**config.mk**
```make
export PLATFORM = sky130hd
export DESIGN_NAME = gol_gen_sequencer
export DESIGN_NICKNAME = d
export VERILOG_FILES = /design/src/rtl/gol_pkg.sv /design/src/rtl/gol_period_timer.sv /design/src/rtl/gol_gen_sequencer.sv
export SDC_FILE = /design/constraint.sdc
export NUM_CORES = 1
export LEC_CHECK = 0
export ABC_AREA = 0
export BUFFER_PORTS_ARGS = -buffer_cell sky130_fd_sc_hd__buf_4
export CAP_MARGIN = 20
export CORE_MARGIN = 2
export CORE_UTILIZATION = 30
export CTS_CLUSTER_SIZE = 30
export DETAILED_ROUTE_END_ITERATION = 10
export GPL_TIMING_DRIVEN = 0
export SYNTH_ARGS = -nofsm -noshare
export SYNTH_HDL_FRONTEND = slang
export SYNTH_HIERARCHICAL = 1
export SYNTH_SLANG_ARGS = --single-unit
```
**constraint.sdc**
```tcl
create_clock -name clk -period 5 [get_ports clk]
set_clock_uncertainty 0.1 [all_clocks]
set_input_delay 0.25 -clock clk [delete_from_list [all_inputs] [get_ports clk]]
set_output_delay 0.25 -clock clk [all_outputs]
set_load 0.02 [all_outputs]
```
**src/rtl/gol_pkg.sv**
```systemverilog
// -----------------------------------------------------------------------------
// gol_pkg
// Shared types for the 8x8 toroidal Game of Life generation sequencer.
//   ROW_W / NROWS : board geometry
//   row_t         : one board row, bit c = column c
//   board_t       : packed array of rows, index = row number
//   gen_state_t   : generation sequencer states
//   row_wrap      : modular row neighbour (r-1 or r+1 mod 8)
// -----------------------------------------------------------------------------
package gol_pkg;

    localparam int unsigned ROW_W = 8;
    localparam int unsigned NROWS = 8;

    typedef logic [ROW_W-1:0] row_t;
    typedef row_t [NROWS-1:0] board_t;

    typedef enum logic [1:0] {
        IDLE    = 2'd0,
        COMPUTE = 2'd1,
        COMMIT  = 2'd2
    } gen_state_t;

    // 3-bit arithmetic gives the toroidal row wrap for free.
    function automatic logic [2:0] row_wrap(input logic [2:0] r, input logic up);
        return up ? 3'(r + 3'd1) : 3'(r - 3'd1);
    endfunction

endpackage

```
**src/rtl/gol_period_timer.sv**
```systemverilog
// -----------------------------------------------------------------------------
// gol_period_timer
// Free-running modulo-PERIOD counter with enable. Counts 0..PERIOD-1 while
// i_en=1 and asserts o_tick for the single cycle in which the count sits at
// PERIOD-1 (the wrap cycle). Dropping i_en clears the count.
//   i_clk  : clock
//   i_rst  : asynchronous active-high reset
//   i_en   : count enable
//   o_tick : one-cycle pulse at wrap
// -----------------------------------------------------------------------------
module gol_period_timer #(
    parameter int unsigned PERIOD = 1_000_000
) (
    input  logic i_clk,
    input  logic i_rst,
    input  logic i_en,
    output logic o_tick
);

    localparam int unsigned       CNT_W = (PERIOD > 1) ? $clog2(PERIOD) : 1;
    localparam logic [CNT_W-1:0]  LAST  = CNT_W'(PERIOD - 1);

    logic [CNT_W-1:0] r_count;
    logic             w_at_last;

    assign w_at_last = (r_count == LAST);
    assign o_tick    = i_en && w_at_last;

    always_ff @(posedge i_clk or posedge i_rst) begin
        if (i_rst) begin
            r_count <= '0;
        end else if (!i_en || w_at_last) begin
            r_count <= '0;
        end else begin
            r_count <= r_count + CNT_W'(1);
        end
    end

endmodule

```
**src/rtl/gol_gen_sequencer.sv**
```systemverilog
// -----------------------------------------------------------------------------
// gol_gen_sequencer
// Holds the committed board (cur) and a shadow next-state board (nxt). A
// generation walks the external row decoder through rows 0..7 (one per cycle)
// filling nxt, then commits nxt into cur in one cycle.
//   clk, reset           : clock, asynchronous active-high reset
//   run                  : enables periodic auto-step every GEN_PERIOD cycles
//   step                 : single-generation request
//   ld_valid/ld_ready    : row-load handshake (accepted only in IDLE)
//   ld_idx, ld_row       : row index / data written into cur
//   dec_in/dec_a/dec_b   : rows r, r-1, r+1 of cur to the decoder (0 unless COMPUTE)
//   dec_out              : decoder next-state row for row r
//   disp_addr, disp_bits : display scan address and cur row disp_addr[5:3]
//   busy                 : generation in progress
//   gen_count            : committed generations (wraps)
//   stable, extinct      : last commit unchanged / board all zero
// -----------------------------------------------------------------------------
module gol_gen_sequencer
    import gol_pkg::*;
#(
    parameter int unsigned GEN_PERIOD = 1_000_000,
    parameter int unsigned DISP_DIV   = 1
) (
    input  logic             clk,
    input  logic             reset,
    input  logic             run,
    input  logic             step,
    input  logic             ld_valid,
    output logic             ld_ready,
    input  logic [2:0]       ld_idx,
    input  logic [ROW_W-1:0] ld_row,
    output logic [ROW_W-1:0] dec_in,
    output logic [ROW_W-1:0] dec_a,
    output logic [ROW_W-1:0] dec_b,
    input  logic [ROW_W-1:0] dec_out,
    output logic [5:0]       disp_addr,
    output logic [ROW_W-1:0] disp_bits,
    output logic             busy,
    output logic [15:0]      gen_count,
    output logic             stable,
    output logic             extinct
);

    gen_state_t  r_state, w_next_state;
    logic [2:0]  r_row;
    board_t      r_cur, r_nxt;
    logic        r_pending;
    logic [15:0] r_gen_count;
    logic        r_stable, r_extinct;
    logic [5:0]  r_disp_addr;

    logic        w_gen_tick, w_disp_tick;
    logic        w_req, w_load, w_start;
    board_t      w_cur_loaded;

    gol_period_timer #(.PERIOD(GEN_PERIOD)) u_gen_timer (
        .i_clk  (clk),
        .i_rst  (reset),
        .i_en   (run),
        .o_tick (w_gen_tick)
    );

    gol_period_timer #(.PERIOD(DISP_DIV)) u_disp_div (
        .i_clk  (clk),
        .i_rst  (reset),
        .i_en   (1'b1),
        .o_tick (w_disp_tick)
    );

    assign w_req = step | w_gen_tick;

    // ---------------- FSM state register ----------------
    always_ff @(posedge clk or posedge reset) begin
        if (reset) begin
            r_state <= IDLE;
        end else begin
            r_state <= w_next_state;
        end
    end

    // ---------------- FSM next state / handshake outputs ----------------
    always_comb begin
        w_next_state = r_state;
        w_load       = 1'b0;
        w_start      = 1'b0;
        ld_ready     = 1'b0;
        busy         = 1'b1;
        case (r_state)
            IDLE: begin
                ld_ready = 1'b1;
                busy     = 1'b0;
                w_load   = ld_valid;
                // A load in the same cycle wins; the request waits in pending.
                if (!ld_valid && (w_req || r_pending)) begin
                    w_start      = 1'b1;
                    w_next_state = COMPUTE;
                end
            end
            COMPUTE: begin
                if (r_row == 3'd7) begin
                    w_next_state = COMMIT;
                end
            end
            COMMIT: begin
                w_next_state = IDLE;
            end
            default: begin
                w_next_state = IDLE;
            end
        endcase
    end

    // Board as it will look after this cycle's load, for the extinct update.
    always_comb begin
        w_cur_loaded         = r_cur;
        w_cur_loaded[ld_idx] = ld_row;
    end

    // ---------------- Datapath ----------------
    always_ff @(posedge clk or posedge reset) begin
        if (reset) begin
            r_row       <= '0;
            r_cur       <= '0;
            r_nxt       <= '0;
            r_gen_count <= '0;
            r_stable    <= 1'b0;
            r_extinct   <= 1'b1;
        end else begin
            case (r_state)
                IDLE: begin
                    if (w_load) begin
                        r_cur[ld_idx] <= ld_row;
                        r_stable      <= 1'b0;
                        r_extinct     <= (w_cur_loaded == '0);
                    end
                    if (w_start) begin
                        r_row <= '0;
                    end
                end
                COMPUTE: begin
                    r_nxt[r_row] <= dec_out;
                    r_row        <= r_row + 3'd1;
                end
                COMMIT: begin
                    r_cur       <= r_nxt;
                    r_gen_count <= r_gen_count + 16'd1;
                    r_stable    <= (r_nxt == r_cur);
                    r_extinct   <= (r_nxt == '0);
                end
                default: begin
                    r_row <= '0;
                end
            endcase
        end
    end

    // One-deep request latch: any request outside IDLE (or colliding with a
    // load) is remembered until the next start consumes it.
    always_ff @(posedge clk or posedge reset) begin
        if (reset) begin
            r_pending <= 1'b0;
        end else if (r_state == IDLE) begin
            if (w_start) begin
                r_pending <= 1'b0;
            end else if (w_load && w_req) begin
                r_pending <= 1'b1;
            end
        end else if (w_req) begin
            r_pending <= 1'b1;
        end
    end

    // ---------------- Display scan ----------------
    always_ff @(posedge clk or posedge reset) begin
        if (reset) begin
            r_disp_addr <= '0;
        end else if (w_disp_tick) begin
            r_disp_addr <= r_disp_addr + 6'd1;
        end
    end

    // ---------------- Decoder feed ----------------
    always_comb begin
        dec_in = '0;
        dec_a  = '0;
        dec_b  = '0;
        if (r_state == COMPUTE) begin
            dec_in = r_cur[r_row];
            dec_a  = r_cur[row_wrap(r_row, 1'b0)];
            dec_b  = r_cur[row_wrap(r_row, 1'b1)];
        end
    end

    assign disp_addr = r_disp_addr;
    assign disp_bits = r_cur[r_disp_addr[5:3]];
    assign gen_count = r_gen_count;
    assign stable    = r_stable;
    assign extinct   = r_extinct;

endmodule
```
==> results.cfg <==
[outcome]
status = complete, no violations

[floorplanning]
core_area_um2 = 36600
num_rows = 70
dieHeight_um = 197
dieArea_um2 = 38600
die_w_um = 197
initial_core_util_pct = 30.4
ioPinCount = 82

[worst_setup_path]
path_class = register to output port
end_kind = output port
arrival_ns = 4.25
endpoint = dec_a[5]
worstRegToRegCells = 7
r2r_end = r_row[1]$_DFFE_PP0P_
crit_path_start = r_row[1]$_DFFE_PP0P_
startpoint_type = register
crit_required_ns = 4.65
crit_fanout = 10
r2r_start = r_row[1]$_DFFE_PP0P_
r2r_slack_ns = 1.96

[power_and_ir_drop]
power.share.switching_pct = 48.8
power_frac_clock_pct = 13.9
internal-power_w = 0.00508
powerDensity_nw_per_um2 = 765
switchingPower_w = 0.00485
combinationalPowerShare_pct = 50.3
seqPwrFrac_pct = 35.8
ir_drop_mv = 0.285
leakagePower_nw = 5.08

[global_route]
first_global_vias = 10000
overflow = 0
grt_pass1_wl_um = 67700
grt_usage_pct = 24.0
antenna_found_initial = 1
grt_start_max_net_pins = 126

[sta]
setup_viol = 0
worst_pin_slew_ns = 0.985
period_needed_ns = 4.60
hold_ws_ns = 0.0151
grt_setup_unrepaired = false
post-route-period-util_pct = 92.0
max_freq_mhz = 217
report.final.slew_viol_count = 0
hold_violations = 0
relSlewSlack_pct = 34.1

[clocking]
clock_latency_ns = 0.46
numCtsBuffers = 17
cts_sinks = 179
cts.htree.levels = 4
cts.reportedPaths.clkPinSlew_ns = 0.08
cts_setup_buffers = 0
cts_hold_buf = 5
ctsResizeCount = 0
cts_tree = done
cts.path.max_buffers = 2
cts_root_buffer = clkbuf_16

[drt]
drt_wl_total_um = 45600
drt-vias-per-instance = 6.01
route.detailed.drc = 0
vias = 10200
drtIter0Drc = 1315
routedWlPerCell_um = 26.8
ant_nets = 0
drt_pre_antenna_iters = 6

[place]
io_buffers = 79
dp.cells = 1667
gp_congestion = 0.985
placed_area_um2 = 12300
hpwl_um = 33600

[synthesis]
yosysWarningCount = 6
synthXorXnorAreaFrac_pct = 7.08
ys_seq_area_share_pct = 40.3
synth.area.mux_share_pct = 19.6
syn_nets = 1149
synthAdderAreaFrac_pct = 0.675
synth_top_family_by_area = multiplexers
yosysUniqueCellTypes = 63
synth_edf_count = 0
syn_avg_cell_area_um2 = 9.94
synth_seq_cells = 179
synth_compound_area_share_pct = 13.2
ys.flop_type = dfrtp_1
yosys.area_share.simple_pct = 15.6
syn_inst = 1119
async_flop_share_pct = 100
netlist_area_um2 = 11100

[layout]
mostFrequentLayoutCell = dfrtp_1
stdcell_count = 1706
multiInputGateArea_um2 = 6260
finalNetCount = 1253
layout_common_cells = dfrtp_1, nor2_1, a21oi_1
seq_area_um2 = 4480
fillers = 3717
drive_gt1_share_pct = 21.4
fin_area_um2 = 13000
synthToLayoutAreaGrowth_pct = 16.7

[job]
drv_cap = 0

[min_path]
hp-class = input port to register
hold_path_startpoint = dec_out[7]
logic make-up (layout without fill, tap and decap cells):
group,Yosys count,after routing
xor+xnor,90,90
mux,148,148
buf+inv,98,215
other cells,2,4
fa+ha+maj,6,6
compound gates,244,244
simple gates,352,352
flops,179,179
final cells by class:
type	instances	share of cell area (%)
multi-input combinational	842	48.2
sequential	179	34.5
timing repair buffer	85	5.17
tap	468	4.51
clock buffer	19	3.41
buffer	69	2.17
clock inverter	13	1.09
inverter	29	0.896
antenna	2	0.0386
cells in the mapped netlist, types with 10 or more instances:
| master | number | area share [%] |
|---|---|---|
| inv_1 | 25 | 0.84 |
| mux4_2 | 48 | 9.7 |
| nand2_1 | 56 | 1.9 |
| nor2_1 | 140 | 4.7 |
| nor4_1 | 42 | 2.4 |
| buf_2 | 18 | 0.81 |
| nor3_1 | 18 | 0.81 |
| clkbuf_1 | 42 | 1.4 |
| o22ai_1 | 72 | 4.0 |
| nand4_1 | 23 | 1.3 |
| mux2i_1 | 19 | 1.7 |
| o21ai_0 | 25 | 1.1 |
| mux2_2 | 71 | 7.2 |
| xor2_1 | 43 | 3.4 |
| mux2_1 | 10 | 1.0 |
| nand3_1 | 16 | 0.72 |
| a21oi_1 | 102 | 4.6 |
| dfrtp_1 | 178 | 40 |
| xnor2_1 | 47 | 3.7 |
registers in the layout, indices dropped and copies added (netlist names):
name / cells
r_pending: 1
u_gen_timer/r_count: 20
r_row: 3
r_state: 2
r_nxt: 64
r_cur: 64
u_disp_div/r_count: 1
gen_count: 16
stable: 1
extinct: 1
disp_addr: 6
power groups by stage:
stage | sequential, W | clock [W] | combinational, W
CTS | 0.00343 | 0.00140 | 0.00496
global route | 0.00354 | 0.00146 | 0.00538
floorplan | 0.00269 | 0 | 0.00350
detailed placement | 0.00346 | 0 | 0.00493
finish | 0.00355 | 0.00138 | 0.00500
global placement | 0.00344 | 0 | 0.00490
critical path, stage by stage (launching register included):
cell      delay [ns]
dfrtp_1         0.35
clkbuf_1        0.32
buf_1           0.48
clkinv_1        0.44
ha_1            0.32
xnor2_1         0.56
clkbuf_1        0.48
mux4_2          0.40
mux2i_1         0.18
nor2_1          0.06
buf_4           0.17
per-stage QoR:
step	setup slack (ns)	setup TNS [ns]	utilization (%)	power, W
3_3_place_gp	-1.73	-269.70	33.6	0.00834
6_report	0.400	0	35.5	0.00994
3_5_place_dp	0.998	0	33.7	0.00839
5_1_grt	0.147	0	35.4	0.0104
4_1_cts	0.484	0	35.4	0.00979
2_1_floorplan	0.388	0	-	0.00619
how the worst min path moves through the flow:
stage	end	slack [ns]	depth (start not counted)
global placement	u_disp_div/r_count$_DFF_PP0_	0.04	2
detailed placement	u_disp_div/r_count$_DFF_PP0_	0.07	2
global route	r_nxt[1]$_DFFE_PP0P_	0.03	2
finish	r_nxt[47]$_DFFE_PP0P_	0.02	3
floorplan	u_disp_div/r_count$_DFF_PP0_	-0.12	1
CTS	r_nxt[47]$_DFFE_PP0P_	0.008	3
per-layer routing:
metal	share of wire, %	vias up	GRT usage, %
li1	-	4364	-
met2	43	685	35.4
met1	41	5059	32.9
met3	11	139	5.77
met4	5.4	0	12.1
met5	0	-	0
(Power assumes the default switching activity.)
